[src/rtl/bcp_dispatch_pkg.sv]
// Shared definitions for the BCP clause dispatcher and its arbiter.
package bcp_dispatch_pkg;

  // Clause index width and the default number of parallel BCP cores.
  localparam int MAX_CLAUSES_BITS = 8;
  localparam int BCP_NUM_CORES    = 4;

  typedef enum logic [1:0] {
    ST_IDLE  = 2'd0,
    ST_ISSUE = 2'd1,
    ST_DRAIN = 2'd2,
    ST_DONE  = 2'd3
  } dispatch_state_t;

endpackage

[src/rtl/bcp_dispatch_rr_arbiter.sv]
// Rotating-priority arbiter: grants the first requester at or after the
// pointer, and moves the pointer one past the winner when told to advance.
module bcp_dispatch_rr_arbiter #(
  parameter int NUM_CORES = 4
) (
  input  logic                 i_clock,
  input  logic                 i_reset,
  input  logic [NUM_CORES-1:0] i_req,
  input  logic                 i_advance,
  output logic [NUM_CORES-1:0] o_grant
);

  localparam int PTR_W = (NUM_CORES > 1) ? $clog2(NUM_CORES) : 1;

  logic [PTR_W-1:0]       r_ptr;
  logic [2*NUM_CORES-1:0] w_req_dbl;
  logic [2*NUM_CORES-1:0] w_req_shift;
  logic [NUM_CORES-1:0]   w_req_rot;
  logic [NUM_CORES-1:0]   w_sel;
  logic [2*NUM_CORES-1:0] w_grant_dbl;
  logic [PTR_W-1:0]       w_gidx;

  // Rotate requests so the pointer position lands on bit 0.
  assign w_req_dbl   = {i_req, i_req};
  assign w_req_shift = w_req_dbl >> r_ptr;
  assign w_req_rot   = w_req_shift[NUM_CORES-1:0];

  // Lowest set bit of the rotated request wins.
  always_comb begin
    w_sel = '0;
    for (int j = NUM_CORES - 1; j >= 0; j--) begin
      if (w_req_rot[j]) begin
        w_sel    = '0;
        w_sel[j] = 1'b1;
      end
    end
  end

  // Rotate the winner back into core numbering.
  assign w_grant_dbl = {{NUM_CORES{1'b0}}, w_sel} << r_ptr;
  assign o_grant     = w_grant_dbl[NUM_CORES-1:0] | w_grant_dbl[2*NUM_CORES-1:NUM_CORES];

  // Encode the granted core number for the pointer update.
  always_comb begin
    w_gidx = '0;
    for (int j = 0; j < NUM_CORES; j++) begin
      if (o_grant[j]) w_gidx = PTR_W'(j);
    end
  end

  // Pointer moves one past the granted core, only when a grant is used.
  always_ff @(posedge i_clock) begin
    if (i_reset) begin
      r_ptr <= '0;
    end else if (i_advance && (|o_grant)) begin
      r_ptr <= (w_gidx == PTR_W'(NUM_CORES - 1)) ? '0 : w_gidx + 1'b1;
    end
  end

endmodule

[src/rtl/bcp_dispatch.sv]
// Dispatches one BCP pass over [start_clause, end_clause) to a bank of
// parallel BCP cores, one clause per cycle, and reports done/conflict once
// every issued clause has been evaluated.
//
// state | meaning
// IDLE  | waiting for start; conflict result of the last pass held
// ISSUE | handing clauses to idle cores round-robin
// DRAIN | no more issue; waiting for outstanding clauses to finish
// DONE  | done pulse cycle; start ignored here
module bcp_dispatch
  import bcp_dispatch_pkg::*;
#(
  parameter int NUM_CORES   = BCP_NUM_CORES,
  parameter int CLAUSE_BITS = MAX_CLAUSES_BITS
) (
  input  logic                   i_clock,
  input  logic                   i_reset,
  input  logic                   i_start,
  input  logic [CLAUSE_BITS-1:0] i_start_clause,
  input  logic [CLAUSE_BITS-1:0] i_end_clause,
  output logic                   o_busy,
  output logic                   o_done,
  output logic                   o_conflict,
  output logic                   o_reset_bcp,
  output logic [NUM_CORES-1:0]   o_issue_valid,
  output logic [CLAUSE_BITS-1:0] o_issue_clause_idx,
  input  logic [NUM_CORES-1:0]   i_core_done,
  input  logic [NUM_CORES-1:0]   i_core_conflict
);

  dispatch_state_t        r_state;
  logic [CLAUSE_BITS-1:0] r_next_idx;
  logic [CLAUSE_BITS-1:0] r_end_idx;
  logic [NUM_CORES-1:0]   r_pending;
  logic                   r_conflict_seen;
  logic                   r_busy;
  logic                   r_done;
  logic                   r_conflict;
  logic                   r_reset_bcp;
  logic [NUM_CORES-1:0]   r_issue_valid;
  logic [CLAUSE_BITS-1:0] r_issue_idx;

  logic [NUM_CORES-1:0]   w_grant;
  logic                   w_issue_now;
  logic                   w_hit_conflict;

  bcp_dispatch_rr_arbiter #(.NUM_CORES(NUM_CORES)) u_arb (
    .i_clock   (i_clock),
    .i_reset   (i_reset),
    .i_req     (~r_pending),
    .i_advance (w_issue_now),
    .o_grant   (w_grant)
  );

  // A clause goes out only while issuing, no conflict yet, range left, a core free.
  assign w_issue_now = (r_state == ST_ISSUE) && !r_conflict_seen &&
                       (r_next_idx != r_end_idx) && (|w_grant);

  // Completions on cores with nothing outstanding are not counted.
  assign w_hit_conflict = |(i_core_done & i_core_conflict & r_pending);

  // Dispatch FSM, index counter, outstanding-clause tracking and result flags.
  always_ff @(posedge i_clock) begin
    if (i_reset) begin
      r_state         <= ST_IDLE;
      r_next_idx      <= '0;
      r_end_idx       <= '0;
      r_pending       <= '0;
      r_conflict_seen <= 1'b0;
      r_busy          <= 1'b0;
      r_done          <= 1'b0;
      r_conflict      <= 1'b0;
      r_reset_bcp     <= 1'b0;
      r_issue_valid   <= '0;
      r_issue_idx     <= '0;
    end else begin
      r_done        <= 1'b0;
      r_reset_bcp   <= 1'b0;
      r_issue_valid <= '0;
      r_pending     <= (r_pending & ~i_core_done) | (w_issue_now ? w_grant : '0);

      case (r_state)
        ST_IDLE: begin
          if (i_start) begin
            r_next_idx      <= i_start_clause;
            // A reversed range collapses to empty instead of wrapping.
            r_end_idx       <= (i_start_clause > i_end_clause) ? i_start_clause : i_end_clause;
            r_conflict      <= 1'b0;
            r_conflict_seen <= 1'b0;
            r_busy          <= 1'b1;
            r_reset_bcp     <= 1'b1;
            r_state         <= ST_ISSUE;
          end
        end
        ST_ISSUE: begin
          r_conflict_seen <= r_conflict_seen | w_hit_conflict;
          if (r_conflict_seen || (r_next_idx == r_end_idx)) begin
            r_state <= ST_DRAIN;
          end else if (w_issue_now) begin
            r_issue_valid <= w_grant;
            r_issue_idx   <= r_next_idx;
            r_next_idx    <= r_next_idx + 1'b1;
          end
        end
        ST_DRAIN: begin
          r_conflict_seen <= r_conflict_seen | w_hit_conflict;
          if ((r_pending == '0) && (i_core_done == '0)) begin
            r_done     <= 1'b1;
            r_busy     <= 1'b0;
            r_conflict <= r_conflict_seen;
            r_state    <= ST_DONE;
          end
        end
        ST_DONE: begin
          r_state <= ST_IDLE;
        end
        default: begin
          r_state <= ST_IDLE;
        end
      endcase
    end
  end

  assign o_busy             = r_busy;
  assign o_done             = r_done;
  assign o_conflict         = r_conflict;
  assign o_reset_bcp        = r_reset_bcp;
  assign o_issue_valid      = r_issue_valid;
  assign o_issue_clause_idx = r_issue_idx;

endmodule

[config.mk]
export PLATFORM = sky130hd
export DESIGN_NAME = bcp_dispatch
export DESIGN_NICKNAME = d
export VERILOG_FILES = /design/src/rtl/bcp_dispatch_pkg.sv /design/src/rtl/bcp_dispatch_rr_arbiter.sv /design/src/rtl/bcp_dispatch.sv
export SDC_FILE = /design/constraint.sdc
export NUM_CORES = 1
export LEC_CHECK = 0
export CORE_ASPECT_RATIO = 1.1
export CORE_UTILIZATION = 52
export CTS_CLUSTER_SIZE = 16
export DETAILED_ROUTE_END_ITERATION = 6
export DONT_BUFFER_PORTS = 1
export PLACE_DENSITY = 0.69
export SYNTH_ARGS = -nofsm -noshare
export SYNTH_HDL_FRONTEND = slang
export SYNTH_HIERARCHICAL = 1
export SYNTH_SLANG_ARGS = --single-unit
export TNS_END_PERCENT = 1
[constraint.sdc]
create_clock -name i_clock -period 3.75 [get_ports i_clock]
set_clock_uncertainty 0.1 [all_clocks]
set_input_delay 0.75 -clock i_clock [delete_from_list [all_inputs] [get_ports i_clock]]
set_output_delay 0.75 -clock i_clock [all_outputs]
set_load 0.05 [all_outputs]
Word level (Yosys, flattened, before mapping) --
Index checks and enable logic that the tools add are counted.
Storage, ports and cells: register bits after elaboration 41, input port bits 27, output and inout bits 16, logic and storage cells 92
Operators by class: reduce and logical (&&, ||, !) cells 25, shift operators 2, bitwise gates (word level) 12, multiplexer cells 27, equality and inequality tests 11, $add $sub $neg 2, $lt $le $gt $ge 1
Operators with widths (number):
- 2-to-1 mux 8 bit | 4
- 2-to-1 mux 4 bit | 5
- case mux 8 bit (2 select lines) | 1
- AND 4 bit | 3
- 2-to-1 mux 2 bit | 6
- AND reduction 3 bit | 3
- adder 8 x 1 -> 8 bit, second input constant | 1
- == test 8 bit | 1
- > comparator 8 bit | 1
- zero test 4 bit | 2
- != test 8 bit | 1
- inverter 4 bit | 2
- OR 4 bit | 2
- case mux 2 bit (4 select lines) | 1
- OR reduction 4 bit | 2
- left shift 4 x 2 -> 8 bit | 1
- >> shifter 8 x 2 -> 4 bit | 1
- 2-to-1 mux 1 bit | 7
- == test 2 bit, second input constant | 3
- != test 2 bit, second input constant | 3
- case mux 1 bit (2 select lines) | 3
- nonzero test 2 bit | 3
- OR reduction 2 bit | 3
- logical AND 1 bit | 5
- other kinds (11) | 16

Logic depth before layout (Yosys ltp) --
Gate-level depths: netlist (run 1).
depth after elaboration 13, gate-level depth with buffers 13, mapped depth without buffers 11

Hierarchy --
The synthesis (run 1) kept the hierarchy.
Modules (own cells, without submodules):
- bcp_dispatch | area each 2074.5 um^2, seq. area each 780.7 um^2, cells each 250, instances 1
- bcp_dispatch_rr_arbiter | area each 311.5 um^2, seq. area each 40.0 um^2, cells each 42, instances 1

Worst setup path before layout (run 1) --
Ideal clock, no wire load.
path type reg-to-reg, start register r_pending[1], end register u_arb.r_ptr[1], clock period less this slack 2.341 ns, path buffers 2, setup time 0.117 ns, stages on the path, launching flop included 13, arrival time 2.123 ns, setup slack 1.409 ns, data required time 3.533 ns, cells stage by stage dfxtp_1 -> inv_1 -> buf_2 -> a2bb2oi_1 -> o22ai_1 -> and2_1 -> nor4_1 -> nor2_1 -> a21bo_1 -> buf_6 -> clkinv_1 -> nor3b_1 -> a32o_1
Between the ends: elaborated cells on any way between the ends 17, those cells by class add/sub: 1; eq/ne: 1; shift: 2; mux: 8; bitwise: 2; reduce/logical: 3
RTL lines:
- start, declared | line bcp_dispatch.sv:34 | logic [NUM_CORES-1:0] r_pending;
- start signal, assigned | line bcp_dispatch.sv:80 | r_pending <= (r_pending & ~i_core_done) | (w_issue_now ? w_grant : '0);
- inverter 4 bit * | line bcp_dispatch.sv:50 | .i_req (~r_pending),
- >> shifter 8 x 2 -> 4 bit * | line bcp_dispatch_rr_arbiter.sv:25 | assign w_req_shift = w_req_dbl >> r_ptr;
- 2-to-1 mux 4 bit (3 in series) | line bcp_dispatch_rr_arbiter.sv:32 | if (w_req_rot[j]) begin
- 2-to-1 mux 4 bit * | line bcp_dispatch_rr_arbiter.sv:32
- left shift 4 x 2 -> 8 bit * | line bcp_dispatch_rr_arbiter.sv:40 | assign w_grant_dbl = {{NUM_CORES{1'b0}}, w_sel} << r_ptr;
- OR 4 bit * | line bcp_dispatch_rr_arbiter.sv:41 | assign o_grant = w_grant_dbl[NUM_CORES-1:0] | w_grant_dbl[2*NUM_CORES-1:NUM_CORES];
- named net w_grant[0] | line bcp_dispatch.sv:43 | logic [NUM_CORES-1:0] w_grant;
- OR reduction 4 bit * | line bcp_dispatch.sv:57 | (r_next_idx != r_end_idx) && (|w_grant);
- logical AND 1 bit * | line bcp_dispatch.sv:57
- named net w_issue_now | line bcp_dispatch.sv:44 | logic w_issue_now;
- logical AND 1 bit * | line bcp_dispatch_rr_arbiter.sv:55 | end else if (i_advance && (|o_grant)) begin
- end signal, assigned | line bcp_dispatch_rr_arbiter.sv:56 | r_ptr <= (w_gidx == PTR_W'(NUM_CORES - 1)) ? '0 : w_gidx + 1'b1;
- end, declared | line bcp_dispatch_rr_arbiter.sv:15 | logic [PTR_W-1:0] r_ptr;
Mark *: on every way through the listed nets, which the timed path passes. The rest lies on a longest branch. A chain may end at the register's enable or synchronous reset.

Worst setup path in the final report (run 1) --
start register r_pending[2], end register u_arb.r_ptr[1]
The elaborated chain is that of the path after synthesis.

==> results of run 1 <==
[worst min-delay path by stage]
| stage | end | slack (ps) | cells after the start |
|---|---|---|---|
| floorplan | r_conflict_seen | 360 | 2 |
| global placement | r_conflict_seen | 370 | 2 |
| detailed placement | r_conflict_seen | 380 | 2 |
| CTS | r_conflict_seen | 390 | 2 |
| global route | o_busy | 400 | 1 |
| finish | r_conflict_seen | 390 | 2 |
[per-stage QoR]
step	hold slack, ps	setup WS, ps
floorplan	358	1410
global placement	374	816
detailed placement	383	731
CTS	394	700
global route	401	422
finish	389	686
[state kept, by name, indices dropped and copies added, names as in the netlist, 2 cells and up]
| signal | cells |
|---|---|
| o_issue_clause_idx | 8 |
| r_end_idx | 8 |
| r_next_idx | 8 |
| o_issue_valid | 4 |
| r_pending | 4 |
| r_state | 2 |
| u_arb/r_ptr | 2 |
[kinds of logic (layout without fill, tap and decap cells)]
family | Yosys count | count (layout) | synth area share [%]
AOI/OAI and AO/OA | 91 | 91 | 25.7
xor gates and xnor gates | 8 | 8 | 2.94
muxes | 12 | 12 | 5.09
buffers and inverters | 39 | 28 | 7.45
and+or+nand+nor | 89 | 89 | 18.1
adders and majority gates | 12 | 12 | 6.29
DFF | 41 | 41 | 34.4
[worst max-delay path, delay by kind of cell, from the launching register on]
family | cells | cell delay (ps)
AOI/OAI and AO/OA | 4 | 1050
and+or+nand+nor | 4 | 830
buffers and inverters | 2 | 670
DFF | 1 | 320
[area by class of cell]
type	instances	share of cell area, %
well taps	54	2.75
clock buffers	5	2.80
multi-input cells	212	56.4
inverters	21	3.21
flip-flops and latches	41	33.4
clock inverters	2	1.42
[layout by cell type (no fill, tap or decap), types with 3 or more instances in the layout]
master / synthesis / routed
dfxtp_1: 41 / 41
nand2_1: 34 / 34
a21oi_1: 32 / 32
inv_1: 20 / 20
nor2_1: 17 / 17
o21ai_0: 17 / 17
ha_1: 12 / 12
mux2i_1: 11 / 11
xor2_1: 8 / 8
nand3_1: 6 / 6
nor4_1: 5 / 5
nor2b_1: 5 / 5
a2bb2oi_1: 5 / 5
and3_1: 5 / 5
clkbuf_8: 0 / 5
nand2b_1: 4 / 4
a21o_1: 4 / 4
a211oi_1: 4 / 4
a32o_1: 4 / 4
and2_1: 3 / 3
o31ai_1: 3 / 3
nor3b_1: 3 / 3
[power groups by stage]
stage | registers, mW | logic [mW] | clock network (mW)
after CTS | 0.747 | 0.704 | 0.354
after global routing | 0.767 | 0.786 | 0.369
final | 0.750 | 0.708 | 0.345
after detailed placement | 0.758 | 0.699 | 0
after floorplan | 0.696 | 0.648 | 0
after global placement | 0.756 | 0.696 | 0
[layer usage]
metal / track usage [%] / wire (microns) / vias to the layer above
li1: - / - / 1011
met1: 29.9 / 2480 / 953
met2: 35.8 / 2340 / 61
met3: 6.09 / 263 / 8
met4: 8.75 / 89 / 0
met5: 0 / 0 / -
==> out/summary.txt, run 1 <==
GP Congestion - 0.870
Slowest CP cell - a21bo_1
Pin count of the biggest net entering global routing - 30
Top cell type's share of synthesized area - 34.4%
Pwr dens - 734 nW/um^2
Register area - 821 sq um
Clock Sinks - 41
Post-Layout Cell Count - 335
TritonCTS buffer count - 5
Flip-flop and latch count after synthesis - 41
Reg2Reg Setup Slack - 690 ps
Worst Tran Pin Value - 689 ps
RSZ-0062 raised after global routing - no
Largest stage delay on the critical path - 540 ps
Combinational power share - 39.3%
Max VDD drop - 442 uV
Synth cell count leaders - dfxtp_1 (41), nand2_1 (34), a21oi_1 (32)
Max Cap Viol - 0
Reg2reg start - r_pending[2]
Worst slew margin - 54.1%
Area grow syn2layout - 3.04%
Antenna violations before repair - 0
Crit end category - flip-flop
Fillers - 416
First-pass iteration count of the detailed router - 4
Mean Syn Cell Area - 8.17 sq um
R2R depth - 10
Die Wd - 66.6 microns
Final setup fails - 0
Worst min-delay path startpoint - r_conflict_seen
CTS root buffer - clkbuf_8
DR WL/cell - 15.5 microns
Mapped Nets - 331
Via count - 2033
Final core occ - 56.5%
Crit start category - flip-flop
Reg-to-Reg End - u_arb/r_ptr[1]
Post-CTS resize count - 0
Fin crit period - 3060 ps
Synthesized area - 2390 sq um
Dpl cell area - 2350 sq um
FMAX - 326 MHz
WP data arrival - 3150 ps
Vias in the first global route - 1850
Kind of critical path - reg -> reg
Worst skew pair latency - 290 ps
Post-synth EDFFs - 0
Chip height - 73.0 microns
CTS tree - yes
Total power - 1.80 mW
FFs w/ async S/R, synth - 0%
Predominant post-synthesis flop cell - dfxtp_1
N_diodes - 0
Setup TNS - 0 ps
Final #Nets - 320
Pins Over Slew Limit - 0
Total detailed-routing wirelength - 5.18 mm
Internal power contribution - 1.03 mW
Die area - 4860 sq um
Starting Density - 54.9%
Post-route DRC - 0
Switch Pwr - 0.777 mW
Sequential fraction of the synthesis area - 34.4%
CP required - 3840 ps
Share of cells above drive strength 1 - 4.98%
Ys Warns - 6
Detail Route Antenna Nets - 0
Mapped Cells - 292
Cts hold-fix bufs - 0
Tcrit/Tclk final - 81.7%
Port Buffers - 0
Vias per cell - 6.07
CP endpoint - u_arb/r_ptr[1]
Placed cell count - 328
GRT Overall Usage - 22.9%
Clk pwr share - 19.1%
Max Root-Sink Buffers - 2
Crit path from - r_pending[2]
Critical path, cell by cell - inv_1, a2bb2oi_1, o22ai_1, and2_1, nor4_1, nor2_1, a21bo_1, clkinv_1, nor3b_1, a32o_1
Multi-input logic area - 1390 sq um
Pleak - 0.990 nW
DPL Wire Length - 3.79 mm
Clk slew on worst S/H paths - 80 ps
Iter 0 DRT Violations - 200
Setup repair bufs after CTS - 0
Critical-path maximum fanout - 19
# rows - 25
Switching part of the total - 43.1%
GRT overflow - 0
Top post-synthesis cells by area - dfxtp_1 (34%), a21oi_1 (6.7%), ha_1 (6.3%), nand2_1 (5.3%), mux2i_1 (4.6%)
Worst min path class - reg -> reg
Ports - 43
Area leader, netlist - dfxtp_1
H-tree depth - 2
Most frequent cell after synthesis - dfxtp_1
Status - completed
Synth unique cells - 48
Core box area - 4350 sq um
First-pass GRT wire length - 8.54 mm
Reg power frac - 41.6%
Fin area - 2460 sq um
Fin. Hold Viols - 0
Power figures use the tool's default switching activity.
==> run 2: changes to the inputs <==
==> constraint.sdc (replaced) <==
create_clock -name i_clock -period 2.85 [get_ports i_clock]
set_clock_uncertainty 0.1 [all_clocks]
set_input_delay 0.57 -clock i_clock [delete_from_list [all_inputs] [get_ports i_clock]]
set_output_delay 0.57 -clock i_clock [all_outputs]
set_load 0.05 [all_outputs]
==> out/summary.txt, run 2 (synthesis gave the netlist of run 1 again) <==
CP most frequent cell - a21oi_1
Fin. Hold Viols - 0 (unchanged)
CTS root buffer - clkbuf_8
N_diodes - 0 (unchanged)
Max VDD drop - 541 uV (+22%)
Core box area - 4350 sq um (unchanged)
Chip height - 73.0 microns (unchanged)
Die area - 4860 sq um (unchanged)
GRT overflow - 0 (unchanged)
# rows - 25 (unchanged)
RSZ-0062 raised after global routing - no
First-pass GRT wire length - 8.63 mm (+1.1%)
Total detailed-routing wirelength - 5.31 mm (+2.5%)
DPL Wire Length - 3.84 mm (+1.3%)
Detail Route Antenna Nets - 0 (unchanged)
Slowest CP cell - dfxtp_1
FMAX - 386 MHz (+18%)
Antenna violations before repair - 0 (unchanged)
Clock Sinks - 41 (unchanged)
H-tree depth - 2 (unchanged)
Iter 0 DRT Violations - 213 (+6.5%)
Clk slew on worst S/H paths - 80 ps (about the same)
Crit start category - flip-flop
WP buf/inv - 2 (unchanged)
Setup repair bufs after CTS - 0 (unchanged)
Worst Tran Pin Value - 706 ps (+16.7 ps)
Setup TNS - 0 ps (unchanged)
Max Cap Viol - 0 (unchanged)
Commonest non-fill, non-tap cell in the layout - dfxtp_1
Status - completed
Die Wd - 66.6 microns (unchanged)
Most frequent cells in the layout - dfxtp_1 (41), nand2_1 (34), a21oi_1 (32)
Vias per cell - 5.99 (-1.4%)
Kind of critical path - reg -> reg
CP required - 2950 ps (-890 ps)
Top delay family on crit path - compound AO/OA/AOI/OAI gates
Cts hold-fix bufs - 0 (unchanged)
Post-CTS resize count - 0 (unchanged)
DR WL/cell - 15.6 microns (+0.95%)
Final #Nets - 324 (+1.3%)
Crit end category - flip-flop
Critical-path maximum fanout - 11 (-8)
Port Buffers - 0 (unchanged)
GP Congestion - 0.848 (-2.5%)
Ports - 43 (unchanged)
Vias in the first global route - 1860 (+0.54%)
Worst skew pair latency - 300 ps (about the same)
Fin area - 2470 sq um (+0.36%)
Area grow syn2layout - 3.41%
Worst min path class - in -> reg
Worst slew margin - 53.0% (-1.1 points)
CTS tree - yes
Share of cells above drive strength 1 - 6.29% (+1.3 points)
Pwr dens - 949 nW/um^2 (+29%)
Max Root-Sink Buffers - 2 (unchanged)
GRT Overall Usage - 23.4% (+0.45 points)
Pin count of the biggest net entering global routing - 30 (unchanged)
Dpl cell area - 2380 sq um (+1.3%)
Post-route DRC - 0 (unchanged)
TritonCTS buffer count - 5 (unchanged)
Pleak - 1.00 nW (+1.0%)
Critical path, cell by cell - inv_1, a21oi_1, o221a_2, nor4_1, nor2_1, a21bo_1, buf_4, a21oi_1, nand2_1, a32o_1
Placed cell count - 332 (+1.2%)
Via count - 2035 (+0.098%)
Tcrit/Tclk final - 90.9% (+9.2 points)
Post-Layout Cell Count - 340 (+1.5%)
Final setup fails - 0 (unchanged)
First-pass iteration count of the detailed router - 4 (unchanged)
Pins Over Slew Limit - 0 (unchanged)
Largest stage delay on the critical path - 560 ps (+20 ps)
WP data arrival - 2690 ps (-460 ps)
Fin crit period - 2590 ps (-474 ps)
Starting Density - 54.9% (unchanged)
[run 2: stage by stage]
stage               hold slack, ps  util, %  total power [mW]  setup WS (ps)
finish                         238     56.7              2.34            260
global route                   216     56.7              2.51           12.4
CTS                            235     56.7              2.33            282
detailed placement             390     54.8              1.96            299
global placement               372     54.8              1.95            361
floorplan                      358        -              1.77            509
[run 2: path summary, 6_finish.rpt]
check        depth (start not counted)       startpoint  slack [ps]                     to
max                                 10   u_arb/r_ptr[1]         260          r_next_idx[4]
min                                  1          i_reset         240  o_issue_clause_idx[5]
max reg2reg                         10   u_arb/r_ptr[1]         260          r_next_idx[4]
min reg2reg                          2  r_conflict_seen         400        r_conflict_seen
[run 2: final cells by class]
type / count / area [sq um]
Tap cell: 54 / 67.6
Clock buffer: 6 / 72.6
Timing Repair Buffer: 4 / 30.0
Clock inverter: 2 / 10.0
Multi-Input combinational cell: 212 / 1390
Inverter: 21 / 78.8
Sequential cell: 41 / 821
Fill cell: 394 / 1880
[run 2: power by group]
group / total (mW) / switching [mW] / internal, mW / leakage [nW]
sequential: 0.983 / 0.268 / 0.714 / 0.335
clock: 0.376 / 0.206 / 0.170 / 0.0450
combinational: 0.982 / 0.569 / 0.413 / 0.620
total: 2.34 / 1.04 / 1.30 / 1.00
[run 2: routing by layer]
layer / track usage [%] / vias to the layer above / share of wire [%]
met5: 0 / - / 0
met4: 8.27 / 0 / 1.4
met3: 6.56 / 4 / 6.5
met2: 36.0 / 66 / 46
met1: 30.9 / 940 / 46
li1: - / 1025 / -
